==> config.mk <==
export PLATFORM = sky130hd
export DESIGN_NAME = systolic_skew_feeder
export DESIGN_NICKNAME = d
export VERILOG_FILES = /design/src/rtl/systolic_skew_feeder.sv
export SDC_FILE = /design/constraint.sdc
export NUM_CORES = 1
export LEC_CHECK = 0
export CORE_UTILIZATION = 40
export CTS_BUF_LIST = sky130_fd_sc_hd__clkbuf_8
export DETAILED_ROUTE_END_ITERATION = 7
export HOLD_SLACK_MARGIN = 0.08
export PLACE_DENSITY = 0.71
export SLEW_MARGIN = 20
export SYNTH_ARGS = -nofsm -noshare
export SYNTH_HDL_FRONTEND = slang
export SYNTH_SLANG_ARGS = --single-unit
==> constraint.sdc <==
create_clock -name clk -period 7 [get_ports clk]
set_input_delay 2.1 -clock clk [delete_from_list [all_inputs] [get_ports clk]]
set_output_delay 2.1 -clock clk [all_outputs]
set_load 0.01 [all_outputs]
==> src/rtl/systolic_skew_feeder.sv <==
// Systolic array edge feeder: skews LANES-wide operand vectors diagonally,
// counts K_DEPTH vectors per tile, drains the skew pipeline, then pulses finish.
module systolic_skew_feeder #(
  parameter int DATA_WIDTH = 16,
  parameter int LANES      = 4,
  parameter int K_DEPTH    = 8
) (
  input  logic                        clk,
  input  logic                        rst,
  input  logic                        in_valid,
  output logic                        in_ready,
  input  logic [LANES*DATA_WIDTH-1:0] in_data,
  output logic [LANES*DATA_WIDTH-1:0] out_data,
  output logic [LANES-1:0]            out_valid,
  output logic                        finish,
  output logic                        busy
);

  localparam int VEC_W = $clog2(K_DEPTH + 1);
  localparam int DRN_W = $clog2(LANES + 1);

  typedef enum logic [1:0] {
    IDLE  = 2'd0,
    FEED  = 2'd1,
    DRAIN = 2'd2,
    FIN   = 2'd3
  } state_t;

  state_t           state, state_nxt;
  logic [VEC_W-1:0] vec_cnt, vec_cnt_nxt;
  logic [DRN_W-1:0] drain_cnt, drain_cnt_nxt;
  logic             accept;

  assign in_ready = !rst && ((state == IDLE) || (state == FEED));
  assign accept   = in_valid && in_ready;

  // finish and busy are decoded from the state register only, so neither can
  // glitch from in_valid.
  assign finish = (state == FIN);
  assign busy   = (state != IDLE);

  // NOTE: sequential state uses non-blocking assignments so every register
  // samples the pre-edge values of the others, regardless of statement order.
  always_ff @(posedge clk or posedge rst) begin
    if (rst) begin
      state     <= IDLE;
      vec_cnt   <= '0;
      drain_cnt <= '0;
    end else begin
      state     <= state_nxt;
      vec_cnt   <= vec_cnt_nxt;
      drain_cnt <= drain_cnt_nxt;
    end
  end

  // NOTE: every variable written here gets a default first; a path that left
  // one unassigned would infer a latch.
  always_comb begin
    state_nxt     = state;
    vec_cnt_nxt   = vec_cnt;
    drain_cnt_nxt = drain_cnt;
    unique case (state)
      IDLE: begin
        if (accept) begin
          vec_cnt_nxt = VEC_W'(1);
          if (K_DEPTH == 1) begin
            state_nxt     = DRAIN;
            drain_cnt_nxt = '0;
          end else begin
            state_nxt = FEED;
          end
        end
      end
      FEED: begin
        if (accept) begin
          vec_cnt_nxt = vec_cnt + VEC_W'(1);
          if (vec_cnt == VEC_W'(K_DEPTH - 1)) begin
            state_nxt     = DRAIN;
            drain_cnt_nxt = '0;
          end
        end
      end
      DRAIN: begin
        drain_cnt_nxt = drain_cnt + DRN_W'(1);
        if (drain_cnt == DRN_W'(LANES - 1)) begin
          state_nxt = FIN;
        end
      end
      FIN: begin
        state_nxt   = IDLE;
        vec_cnt_nxt = '0;
      end
      default: begin
        state_nxt     = IDLE;
        vec_cnt_nxt   = '0;
        drain_cnt_nxt = '0;
      end
    endcase
  end

  // Lane i is a chain of i+1 registers; a bubble shifts in zero with valid low.
  for (genvar i = 0; i < LANES; i++) begin : g_lane
    logic [DATA_WIDTH-1:0] stage_d [0:i];
    logic                  stage_v [0:i];

    // NOTE: the skew chains are reset explicitly because a reset mid-tile must
    // discard the partial tile and present zeros at once, not stale operands.
    always_ff @(posedge clk or posedge rst) begin
      if (rst) begin
        for (int j = 0; j <= i; j++) begin
          stage_d[j] <= '0;
          stage_v[j] <= 1'b0;
        end
      end else begin
        stage_d[0] <= accept ? in_data[i*DATA_WIDTH +: DATA_WIDTH] : '0;
        stage_v[0] <= accept;
        for (int j = 1; j <= i; j++) begin
          stage_d[j] <= stage_d[j-1];
          stage_v[j] <= stage_v[j-1];
        end
      end
    end

    assign out_data[i*DATA_WIDTH +: DATA_WIDTH] = stage_d[i];
    assign out_valid[i]                         = stage_v[i];
  end

endmodule

## Word-level counts from Yosys, hierarchy flattened

Index checks and enable logic that the tools add are counted.

| storage, ports and cells | value |
|---|---|
| word-level logic and storage cells | 54 |
| input bits | 67 |
| bits in registers | 173 |
| output and inout bits | 71 |

| cells by class | value |
|---|---|
| mux-type cells | 15 |
| reductions and logical operators | 11 |
| eq/ne operators | 9 |
| $add $sub $neg | 2 |

Operators with widths:

| cell | number |
|---|---|
| 16-bit two-way mux | 4 |
| 4-bit one-hot mux with 3 select lines | 1 |
| 2-bit two-way mux | 4 |
| 4-bit two-way mux | 2 |
| 2-bit one-hot mux with 4 select lines | 1 |
| 3-bit two-way mux | 2 |
| 2-bit inequality test, second input constant | 3 |
| 3-bit one-hot mux with 2 select lines | 1 |
| 3-bit AND reduction | 2 |
| 4-bit by 1-bit adder with 4-bit output, second input constant | 1 |
| 2-bit == test, second input constant | 2 |
| 4-bit by 3-bit == test with 1-bit output, second input constant | 1 |
| 4-bit AND reduction | 1 |
| 2-bit nonzero test | 2 |
| 3-bit by 1-bit adder with 3-bit output, second input constant | 1 |
| 3-bit by 2-bit == test with 1-bit output, second input constant | 1 |
| 3-bit nonzero test | 1 |
| 2-bit by 1-bit == test with 1-bit output, second input constant | 1 |
| 1-bit logical AND | 2 |
| 2-bit logical NOT | 1 |
| 2-bit by 1-bit inequality test with 1-bit output, second input constant | 1 |
| 1-bit logical NOT | 1 |
| 1-bit logical OR | 1 |

## Logic depth before layout (Yosys ltp)

Gate-level depths: netlist (run 1).

| depth | value |
|---|---|
| word-level depth | 6 |
| depth in mapped cells | 7 |
| mapped depth without buffers | 6 |

## Worst setup path before layout (run 1)

No wires, ideal clock.

| timing path | value |
|---|---|
| path type | input -> output |
| start point | input rst |
| end point | output in_ready |
| data arrival time | 2.269 ns |
| path buffers | 0 |
| required time | 4.900 ns |
| stages on the path | 1 |
| setup slack | 2.631 ns |
| cell sequence | nor2_1 |

| between the ends | value |
|---|---|
| cells in the longest elaborated chain, start to end | 2 |

RTL lines:

| what | line | source |
|---|---|---|
| start: declaration | 9 | `input logic rst,` |
| 1-bit logical NOT (no source line) | n/a |  |
| 1-bit logical AND | 34 | `assign in_ready = !rst && ((state == IDLE) \|\| (state == FEED));` |
| end: declaration | 11 | `output logic in_ready,` |

No other way between the ends.

## Worst setup path in the final report (run 1)

Same ends and word-level chain as after synthesis.

==> implementation parameters, run 1 <==
Parameter                              Value

Detailed routing
  Post-detailed-route count of antenna-violating nets    0
  Routed via count    2679
  Routed wire length    8120 um
  Detailed-route wire length per cell    12.7 um
  Initial drt markers    122
  Final routed DRC violation total    0
  Via/cell ratio    4.19
  TritonRoute pass-1 iters    4

Synthesis
  Fraction of registers with async set/reset    1.00
  Mapped Avg Cell Area    15.7 um^2
  Number of enable flip-flop cells after synthesis    0
  Number of nets in the synthesized netlist    424
  Dominant cell by count in the synthesized netlist    sky130_fd_sc_hd__dfrtp_1
  Register bit total from synthesis    173
  Leading register cell type out of synthesis    sky130_fd_sc_hd__dfrtp_1
  Cell types with the highest counts after synthesis    173 x sky130_fd_sc_hd__dfrtp_1, 64 x sky130_fd_sc_hd__and2_1, 49 x sky130_fd_sc_hd__buf_4
  Number of warning messages in the yosys log    0
  Count of distinct cell types in the synthesized netlist    25
  Post-synth top area share    0.789
  Sequential-to-total area share from yosys stat    0.789
  Dominant cells by area after synthesis    sky130_fd_sc_hd__dfrtp_1 79%, sky130_fd_sc_hd__and2_1 7.3%, sky130_fd_sc_hd__buf_4 6.7%, sky130_fd_sc_hd__ha_1 1.6%, sky130_fd_sc_hd__o21ai_0 0.82%
  Post-synthesis instance total    350
  Dominant cell type by area after synthesis    sky130_fd_sc_hd__dfrtp_1
  Post-synth design cell area    5490 um^2

Clocking
  CTS tree    done
  Latest clock arrival within the worst-skew pair    0.44 ns
  Maximum level of the CTS H-tree    4
  # clock sinks    173
  Buffers inserted by post-CTS timing repair    0
  Buffer cell driving the clock tree root    sky130_fd_sc_hd__clkbuf_8
  Clock Path Buffers    2
  Count of instances resized after the clock tree is built    0
  Clock slew at reported path FFs    0.09 ns
  Clock buffer count from CTS    17
  Hold-fix buffer count after cts    0

STA
  Final critical-path required period    5.37 ns
  Worst-Margin Slew    0.653 ns
  Final count of pins violating max slew    0
  Unrepaired setup endpoints after global routing    false
  Slack of the critical path    1.63 ns
  TNS Setup    0 ns
  Max transition margin    0.565
  Setup violation total in the final timing report    0
  Setup Skew    0.0122 ns
  Highest clock rate    186 MHz
  Post-route clock period utilization    0.767
  Final Hold Viols    0

Placement
  Detailed placer's ending HPWL    5510 um
  RePlAce Congestion    0.752
  Total of buffers placed on input and output ports    137
  Pre-CTS setup slack    1.63 ns

Pwr
  Ratio of total power to cell area    313 nW/um^2
  Static Leakage    0.00342 uW
  Worst vdd rail ir drop    0.241 mV

Floorplanning
  Die Y    119 um
  Area enclosed by the die boundary    14200 um^2
  Chip width    119 um
  Starting Density    0.413
  Core Region    13300 um^2
  Count of standard-cell rows    42
  Number of top-level design ports    138

GRT
  Number of antenna violations at the first check in global routing    0
  Total overflow reported by the global router    0
  All-Layer GR Usage    0.130
  Pin count of the biggest net entering global routing    69
  Vias in the first global route    2874
  Wire length of the first global-routing pass    13600 um

Critical path
  Largest fanout of any net on the critical path    3
  Number of cells on the worst reg-to-reg path    6
  Critical Path AT    3.27 ns
  Startpoint type of the worst setup path    input pin
  Crit. End Element    primary output
  Required time of the critical path    4.90 ns
  Type of the setup path with the least slack    in2out

Final layout
  Fraction of layout cells with a size suffix above 1    0.0819
  Final #Nets    525
  Layout-stage area growth over the synthesis result    29.8%
  Diode insertion count for antenna repair    0

Run status
  Run status    complete, no violations

Job
  Count of maximum capacitance violations    0

Min path
  Cell count of the worst hold path    0
  Path type of the worst min-delay path    reg2reg
-- stage by stage --
stage | total power (uW) | utilization | cell area (um^2) | hold WS [ns] | cells
finish | 2230 | 0.536 | 7120 | 0.336 | 640
global route | 2350 | 0.536 | 7120 | 0.348 | 640
floorplan | 1430 | - | 5490 | 0.331 | 350
global placement | 1570 | 0.504 | 6710 | 0.332 | 607
detailed placement | 1600 | 0.504 | 6710 | 0.335 | 607
CTS | 2250 | 0.534 | 7090 | 0.341 | 639
-- cells in the final DEF, fill, tap and decap left out, types with 2 or more instances in the layout --
cell type and instances:
sky130_fd_sc_hd__o21ai_0 9, sky130_fd_sc_hd__clkinvlp_4 5, sky130_fd_sc_hd__clkinv_2 2, sky130_fd_sc_hd__nor2_1 4, sky130_fd_sc_hd__inv_6 2, sky130_fd_sc_hd__and2_1 64, sky130_fd_sc_hd__inv_1 8, sky130_fd_sc_hd__nand2_1 3
sky130_fd_sc_hd__clkdlybuf4s50_1 137, sky130_fd_sc_hd__nand3b_1 3, sky130_fd_sc_hd__dfrtp_1 173, sky130_fd_sc_hd__nor2b_1 2, sky130_fd_sc_hd__ha_1 7, sky130_fd_sc_hd__nand3_1 2, sky130_fd_sc_hd__a21oi_1 3, sky130_fd_sc_hd__clkbuf_8 20
sky130_fd_sc_hd__buf_4 2, sky130_fd_sc_hd__clkinv_4 3
-- area by class of cell --
type	instances	area [um^2]
clock buffer	20	275
timing repair buffer	140	1410
tap	176	220
fill	1108	6170
clock inverter	12	113
multi-input combinational	110	731
inverter	9	38.8
sequential	173	4330
-- sequential cells by signal, summed over array words and instances, names as in the netlist --
name / cells
drain_cnt: 3
g_lane.stage_v: 3
g_lane.stage_d: 112
out_valid: 1
vec_cnt: 4
out_data: 48
state: 2
-- kinds of logic after synthesis --
kind of cell               count (synthesis)  synth area share
AOI/OAI and AO/OA                         18            0.0198
xor gates and xnor gates                   1           0.00160
adders and majority gates                  7            0.0160
buffers and inverters                     67            0.0793
DFF                                      173             0.789
muxes                                      2           0.00388
and+or+nand+nor                           82            0.0905
-- where the power goes --
part	internal, uW	leakage (uW)	switching, uW
sequential	1130	0.00237	48.9
clock	310	0.000183	339
combinational	214	0.000869	188
total	1650	0.00342	576
-- path summary, 6_finish.rpt --
path | start | to | slack (ns)
max in group asynchronous | rst | g_lane[3].stage_d[32] | 3.76
max reg2reg | state[1] | vec_cnt[3] | 4.74
min reg2reg | g_lane[2].stage_d[16] | out_data[32] | 0.34
max | rst | in_ready | 1.63
min in group asynchronous | rst | state[1] | 2.15
min | g_lane[2].stage_d[16] | out_data[32] | 0.34
-- per-layer routing --
| metal | GRT usage | vias up | share of wire |
|---|---|---|---|
| met1 | 0.148 | 1320 | 0.41 |
| met5 | 0 | - | 0 |
| li1 | - | 1242 | - |
| met3 | 0.0632 | 19 | 0.084 |
| met2 | 0.199 | 98 | 0.49 |
| met4 | 0.0736 | 0 | 0.023 |
-- worst max-delay path, cell delays in order --
cell                              delay [ns]
sky130_fd_sc_hd__clkdlybuf4s50_1        0.50
sky130_fd_sc_hd__nor2_1                 0.13
sky130_fd_sc_hd__clkdlybuf4s50_1        0.54
(Power assumes the default switching activity.)
==> inputs of run 2 (changes only) <==
- clock period: 7 -> 4.6 ns (I/O delays scaled with it)
==> implementation parameters, run 2 (same netlist as run 1, synthesis figures left out) <==
Parameter                              Value

Detailed routing
  Final routed DRC violation total    0 (unchanged)
  Post-detailed-route count of antenna-violating nets    0 (unchanged)
  Routed via count    2672 (was 2679)
  Via/cell ratio    4.18 (was 4.19)
  Initial drt markers    115 (was 122)
  Routed wire length    8270 um (was 8120 um)
  TritonRoute pass-1 iters    4 (unchanged)
  Detailed-route wire length per cell    12.9 um (was 12.7 um)

Critical path
  Chain of cells forming the critical path    clkdlybuf4s50_1 -> nor2_1 -> clkdlybuf4s50_1 (unchanged)
  Worst r2r src    state[1] (unchanged)
  Cell repeated most along the worst path    sky130_fd_sc_hd__clkdlybuf4s50_1 (unchanged)
  Stage delay of the slowest cell on the critical path    0.55 ns (was 0.54 ns)
  CP Launch Point    rst (unchanged)
  Largest fanout of any net on the critical path    3 (unchanged)
  Crit path max-delay family    buffers and inverters (unchanged)
  Critical Path AT    2.53 ns (was 3.27 ns)
  Type of the setup path with the least slack    in2out (unchanged)
  Crit. path cell count    3 (unchanged)
  Number of cells on the worst reg-to-reg path    6 (unchanged)
  Startpoint type of the worst setup path    input pin (unchanged)
  Number of buffer and inverter instances along the worst setup path    2 (unchanged)
  Required time of the critical path    3.22 ns (was 4.90 ns)
  Reg-to-reg setup timing slack    2.31 ns (was 4.74 ns)
  Cell with the largest stage delay on the worst path    sky130_fd_sc_hd__clkdlybuf4s50_1 (unchanged)
  Crit. End Element    primary output (unchanged)
  R2r endpoint    vec_cnt[3] (unchanged)

Final layout
  FF/Latch Area    4330 um^2 (unchanged)
  Final #Nets    525 (unchanged)
  Non-filler cells, final    640 (unchanged)
  Post-Layout Inst Area    7110 um^2 (was 7120 um^2)
  Fraction of layout cells with a size suffix above 1    0.0754 (was 0.0819)
  Largest reg by FF count    g_lane.stage_d (unchanged)
  Leading cell type in the layout, fill and taps excluded    sky130_fd_sc_hd__dfrtp_1 (unchanged)
  Fillers    1104 (was 1108)
  Number of flip-flops in the largest register    112 (unchanged)
  Multi-input combinational cell area    731 um^2 (unchanged)
  Layout-stage area growth over the synthesis result    29.6% (was 29.8%)
  Most frequent cells in the layout    173 x sky130_fd_sc_hd__dfrtp_1, 137 x sky130_fd_sc_hd__clkdlybuf4s50_1, 64 x sky130_fd_sc_hd__and2_1 (unchanged)
  Diode insertion count for antenna repair    0 (unchanged)

Job
  Count of maximum capacitance violations    0 (unchanged)

Floorplanning
  Area enclosed by the die boundary    14200 um^2 (unchanged)
  Starting Density    0.413 (unchanged)
  Chip width    119 um (unchanged)
  Die Y    119 um (unchanged)
  Number of top-level design ports    138 (unchanged)
  Core Region    13300 um^2 (unchanged)
  Count of standard-cell rows    42 (unchanged)

Pwr
  Ratio of total power to cell area    478 nW/um^2 (was 313 nW/um^2)
  Worst vdd rail ir drop    0.395 mV (was 0.241 mV)
  Static Leakage    0.00343 uW (was 0.00342 uW)

Placement
  Placed cell count    608 (was 607)
  Instance area after placement    6720 um^2 (was 6710 um^2)
  Detailed placer's ending HPWL    5590 um (was 5510 um)
  Total of buffers placed on input and output ports    137 (unchanged)
  RePlAce Congestion    0.751 (was 0.752)

Clocking
  CTS tree    done (unchanged)
  Clock Path Buffers    2 (unchanged)
  Buffers inserted by post-CTS timing repair    0 (unchanged)
  # clock sinks    173 (unchanged)
  Clock buffer count from CTS    17 (unchanged)
  Clock slew at reported path FFs    0.08 ns (was 0.09 ns)
  Buffer cell driving the clock tree root    sky130_fd_sc_hd__clkbuf_8 (unchanged)
  Hold-fix buffer count after cts    0 (unchanged)
  Maximum level of the CTS H-tree    4 (unchanged)
  Latest clock arrival within the worst-skew pair    0.44 ns (about the same)
  Count of instances resized after the clock tree is built    0 (unchanged)

Min path
  Hold-critical path endpoint    g_lane[2].stage_d[26] (was out_data[32])
  Path type of the worst min-delay path    reg2reg (unchanged)
  Hold path start    g_lane[2].stage_d[42] (was g_lane[2].stage_d[16])
  Cell count of the worst hold path    0 (unchanged)

STA
  TNS Setup    0 ns (unchanged)
  Worst-Margin Slew    0.636 ns (was 0.653 ns)
  Final critical-path required period    3.91 ns
  Setup violation total in the final timing report    0 (unchanged)
  Highest clock rate    256 MHz
  Setup Skew    0.0137 ns (was 0.0122 ns)
  Final count of pins violating max slew    0 (unchanged)
  Final Hold Viols    0 (unchanged)
  Unrepaired setup endpoints after global routing    false (unchanged)
  Max transition margin    0.576 (was 0.565)
  Post-route clock period utilization    0.850

GRT
  Number of antenna violations at the first check in global routing    0 (unchanged)
  Pin count of the biggest net entering global routing    127 (was 69)
  Vias in the first global route    2760 (was 2874)
  Wire length of the first global-routing pass    13800 um (was 13600 um)
  Total overflow reported by the global router    0 (unchanged)
  All-Layer GR Usage    0.131 (was 0.130)

Run status
  Run status    complete, no violations (unchanged)
-- run 2: cell types whose count changed in the layout (fill, tap and decap cells not counted) --
| cell | previous run | this run |
|---|---|---|
| sky130_fd_sc_hd__buf_16 | 1 | 0 |
| sky130_fd_sc_hd__inv_1 | 8 | 11 |
| sky130_fd_sc_hd__clkinv_2 | 2 | 3 |
| sky130_fd_sc_hd__clkinvlp_4 | 5 | 4 |
| sky130_fd_sc_hd__clkbuf_8 | 20 | 19 |
| sky130_fd_sc_hd__clkinv_4 | 3 | 2 |
| sky130_fd_sc_hd__inv_6 | 2 | 0 |
| sky130_fd_sc_hd__buf_12 | 0 | 1 |
| sky130_fd_sc_hd__bufinv_16 | 1 | 2 |
-- run 2: routing by layer --
| metal | wire, um | vias to the layer above | global-route usage |
|---|---|---|---|
| met4 | 121 | 0 | 0.0498 |
| met1 | 3240 | 1320 | 0.148 |
| li1 | - | 1244 | - |
| met2 | 4170 | 95 | 0.208 |
| met5 | 0 | - | 0 |
| met3 | 735 | 13 | 0.0699 |
-- run 2: metrics by stage --
stage                     power, uW  worst slack (ns)   util  hold slack [ns]
after global placement         2390             0.704  0.506            0.332
after floorplan                2180              1.01      -            0.331
final                          3400             0.688  0.535            0.346
after CTS                      3450             0.675  0.535            0.349
after detailed placement       2440             0.686  0.506            0.335
after global routing           3590             0.615  0.535            0.356
-- run 2: power by group --
| group | switching [uW] | internal, uW | total [uW] | leakage, uW |
|---|---|---|---|---|
| Clock | 496 | 503 | 1000 | 0.000201 |
| Sequential | 75.9 | 1710 | 1790 | 0.00237 |
| Combinational | 285 | 321 | 606 | 0.000863 |
| Total | 857 | 2540 | 3400 | 0.00343 |
-- run 2: final cells by class --
type | instances | share of cell area
clock inverters | 13 | 0.0178
multi-input cells | 110 | 0.103
repair buffers | 140 | 0.198
clock buffers | 19 | 0.0368
flip-flops and latches | 173 | 0.609
well taps | 176 | 0.0310
inverters | 9 | 0.00528
-- run 2: how the worst max path moves through the flow --
stage                         to  slack, ns
floorplan           drain_cnt[0]       1.01
global placement        in_ready       0.70
detailed placement      in_ready       0.69
CTS                     in_ready       0.67
global route            in_ready       0.61
finish                  in_ready       0.69
-- run 2: worst reg2reg max path, delay by kind of cell, from the launching register on --
family / cells / cell delay, ns
DFF: 1 / 0.45
adders and majority gates: 1 / 0.42
AOI/OAI and AO/OA: 2 / 0.49
buffers and inverters: 1 / 0.11
and+or+nand+nor: 2 / 0.74
==> inputs of run 3 (changes only) <==
- CTS_BUF_LIST: sky130_fd_sc_hd__clkbuf_8 -> sky130_fd_sc_hd__clkbuf_16
- CTS_CLUSTER_DIAMETER: unset -> 30
==> implementation parameters, run 3 (same netlist as run 1, synthesis figures left out) <==
Parameter                              Value

Final layout
  Most frequent cells in the layout    173 x sky130_fd_sc_hd__dfrtp_1, 137 x sky130_fd_sc_hd__clkdlybuf4s50_1, 64 x sky130_fd_sc_hd__and2_1 (unchanged)
  Post-Layout Inst Area    7280 um^2 (was 7110 um^2)
  Number of flip-flops in the largest register    112 (unchanged)
  Fillers    1083 (was 1104)
  Diode insertion count for antenna repair    0 (unchanged)
  Fraction of layout cells with a size suffix above 1    0.0711 (was 0.0754)
  Final #Nets    525 (unchanged)
  Largest reg by FF count    g_lane.stage_d (unchanged)
  Layout-stage area growth over the synthesis result    32.7% (was 29.6%)
  Util after Layout    0.548 (was 0.535)
  Leading cell type in the layout, fill and taps excluded    sky130_fd_sc_hd__dfrtp_1 (unchanged)

GRT
  All-Layer GR Usage    0.132 (was 0.131)
  Total overflow reported by the global router    0 (unchanged)
  Pin count of the biggest net entering global routing    127 (unchanged)
  Vias in the first global route    2779 (was 2760)
  Wire length of the first global-routing pass    13900 um (was 13800 um)
  Number of antenna violations at the first check in global routing    0 (unchanged)

Clocking
  # clock sinks    173 (unchanged)
  Clock Path Buffers    2 (unchanged)
  Buffer cell driving the clock tree root    sky130_fd_sc_hd__clkbuf_16 (was sky130_fd_sc_hd__clkbuf_8)
  Clock buffer count from CTS    17 (unchanged)
  Clock slew at reported path FFs    0.06 ns (was 0.08 ns)
  Count of instances resized after the clock tree is built    0 (unchanged)
  Buffers inserted by post-CTS timing repair    0 (unchanged)
  CTS tree    done (unchanged)
  Latest clock arrival within the worst-skew pair    0.41 ns (was 0.44 ns)
  Hold-fix buffer count after cts    0 (unchanged)
  Maximum level of the CTS H-tree    4 (unchanged)

Floorplanning
  Die Y    119 um (unchanged)
  Core Region    13300 um^2 (unchanged)
  Number of top-level design ports    138 (unchanged)
  Starting Density    0.413 (unchanged)
  Chip width    119 um (unchanged)
  Count of standard-cell rows    42 (unchanged)
  Area enclosed by the die boundary    14200 um^2 (unchanged)

STA
  Unrepaired setup endpoints after global routing    false (unchanged)
  Max transition margin    0.571 (was 0.576)
  TNS Setup    0 ns (unchanged)
  Final Hold Viols    0 (unchanged)
  Final count of pins violating max slew    0 (unchanged)
  Setup violation total in the final timing report    0 (unchanged)
  Highest clock rate    256 MHz (about the same)
  Slack of the critical path    0.688 ns (about the same)
  Post-route clock period utilization    0.850 (about the same)
  Worst-Margin Slew    0.643 ns (was 0.636 ns)
  Final critical-path required period    3.91 ns (about the same)
  Setup Skew    0.00852 ns (was 0.0137 ns)

Detailed routing
  Post-detailed-route count of antenna-violating nets    0 (unchanged)
  Final routed DRC violation total    0 (unchanged)
  Routed via count    2677 (was 2672)
  Detailed-route wire length per cell    13.0 um (was 12.9 um)
  Initial drt markers    122 (was 115)
  TritonRoute pass-1 iters    4 (unchanged)
  Routed wire length    8330 um (was 8270 um)
  Via/cell ratio    4.18 (about the same)

Critical path
  Cell with the largest stage delay on the worst path    sky130_fd_sc_hd__clkdlybuf4s50_1 (unchanged)
  Stage delay of the slowest cell on the critical path    0.55 ns (about the same)
  Chain of cells forming the critical path    clkdlybuf4s50_1 -> nor2_1 -> clkdlybuf4s50_1 (unchanged)
  Cell repeated most along the worst path    sky130_fd_sc_hd__clkdlybuf4s50_1 (unchanged)
  Largest fanout of any net on the critical path    3 (unchanged)
  Type of the setup path with the least slack    in2out (unchanged)
  Critical Path AT    2.53 ns (about the same)
  Startpoint type of the worst setup path    input pin (unchanged)
  Crit. End Element    primary output (unchanged)
  Required time of the critical path    3.22 ns (about the same)

Run status
  Run status    complete, no violations (unchanged)

Placement
  Total of buffers placed on input and output ports    137 (unchanged)
  Pre-CTS setup slack    0.686 ns (unchanged)
  Detailed placer's ending HPWL    5590 um (unchanged)
  Instance area after placement    6720 um^2 (unchanged)
  RePlAce Congestion    0.751 (unchanged)

Pwr
  Static Leakage    0.00351 uW (was 0.00343 uW)
  Worst vdd rail ir drop    0.410 mV (was 0.395 mV)
  Ratio of total power to cell area    511 nW/um^2 (was 478 nW/um^2)

Job
  Count of maximum capacitance violations    0 (unchanged)

Min path
  Path type of the worst min-delay path    reg2reg (unchanged)
-- run 3: worst max-delay path: cells and delay by family --
kind	cells	cell delay [ns]
buffers and inverters	2	1.02
AND/OR/NAND/NOR	1	0.14
-- run 3: cell type report --
cell class,count,area [um^2],area share
clock inverters,15,134,0.0184
clock buffers,17,425,0.0584
repair buffers,140,1410,0.193
well taps,176,220,0.0302
inverters,9,37.5,0.00515
multi-input cells,110,731,0.100
flip-flops and latches,173,4330,0.594
-- run 3: final timing paths --
| kind | start | endpoint | slack (ns) | cells after the start |
|---|---|---|---|---|
| setup / recovery | rst | in_ready | 0.69 | 3 |
| min in group asynchronous | rst | state[1] | 1.54 | 3 |
| setup reg to reg | state[1] | vec_cnt[3] | 2.32 | 6 |
| max in group asynchronous | rst | g_lane[3].stage_d[20] | 2.56 | 3 |
| hold reg to reg | g_lane[2].stage_d[38] | g_lane[2].stage_d[22] | 0.34 | 0 |
| hold / removal | g_lane[2].stage_d[38] | g_lane[2].stage_d[22] | 0.34 | 0 |
-- run 3: where the power goes --
part / total (uW) / leakage [uW] / switching [uW] / internal [uW]
Clock: 1320 / 0.000277 / 536 / 787
Combinational: 606 / 0.000863 / 285 / 321
Sequential: 1790 / 0.00237 / 76.1 / 1720
-- run 3: metrics by stage --
| stage | cells | power [uW] | hold slack (ns) |
|---|---|---|---|
| 2_1_floorplan | 350 | 2180 | 0.331 |
| 3_3_place_gp | 608 | 2390 | 0.332 |
| 3_5_place_dp | 608 | 2440 | 0.335 |
| 4_1_cts | 640 | 3770 | 0.346 |
| 5_1_grt | 640 | 3920 | 0.350 |
| 6_report | 640 | 3720 | 0.342 |
-- run 3: per-layer routing --
| metal | vias to the layer above | GRT usage | wire, um |
|---|---|---|---|
| met5 | - | 0 | 0 |
| met4 | 0 | 0.0712 | 176 |
| met3 | 13 | 0.0556 | 628 |
| met2 | 88 | 0.209 | 4220 |
| met1 | 1331 | 0.151 | 3300 |
| li1 | 1245 | - | - |
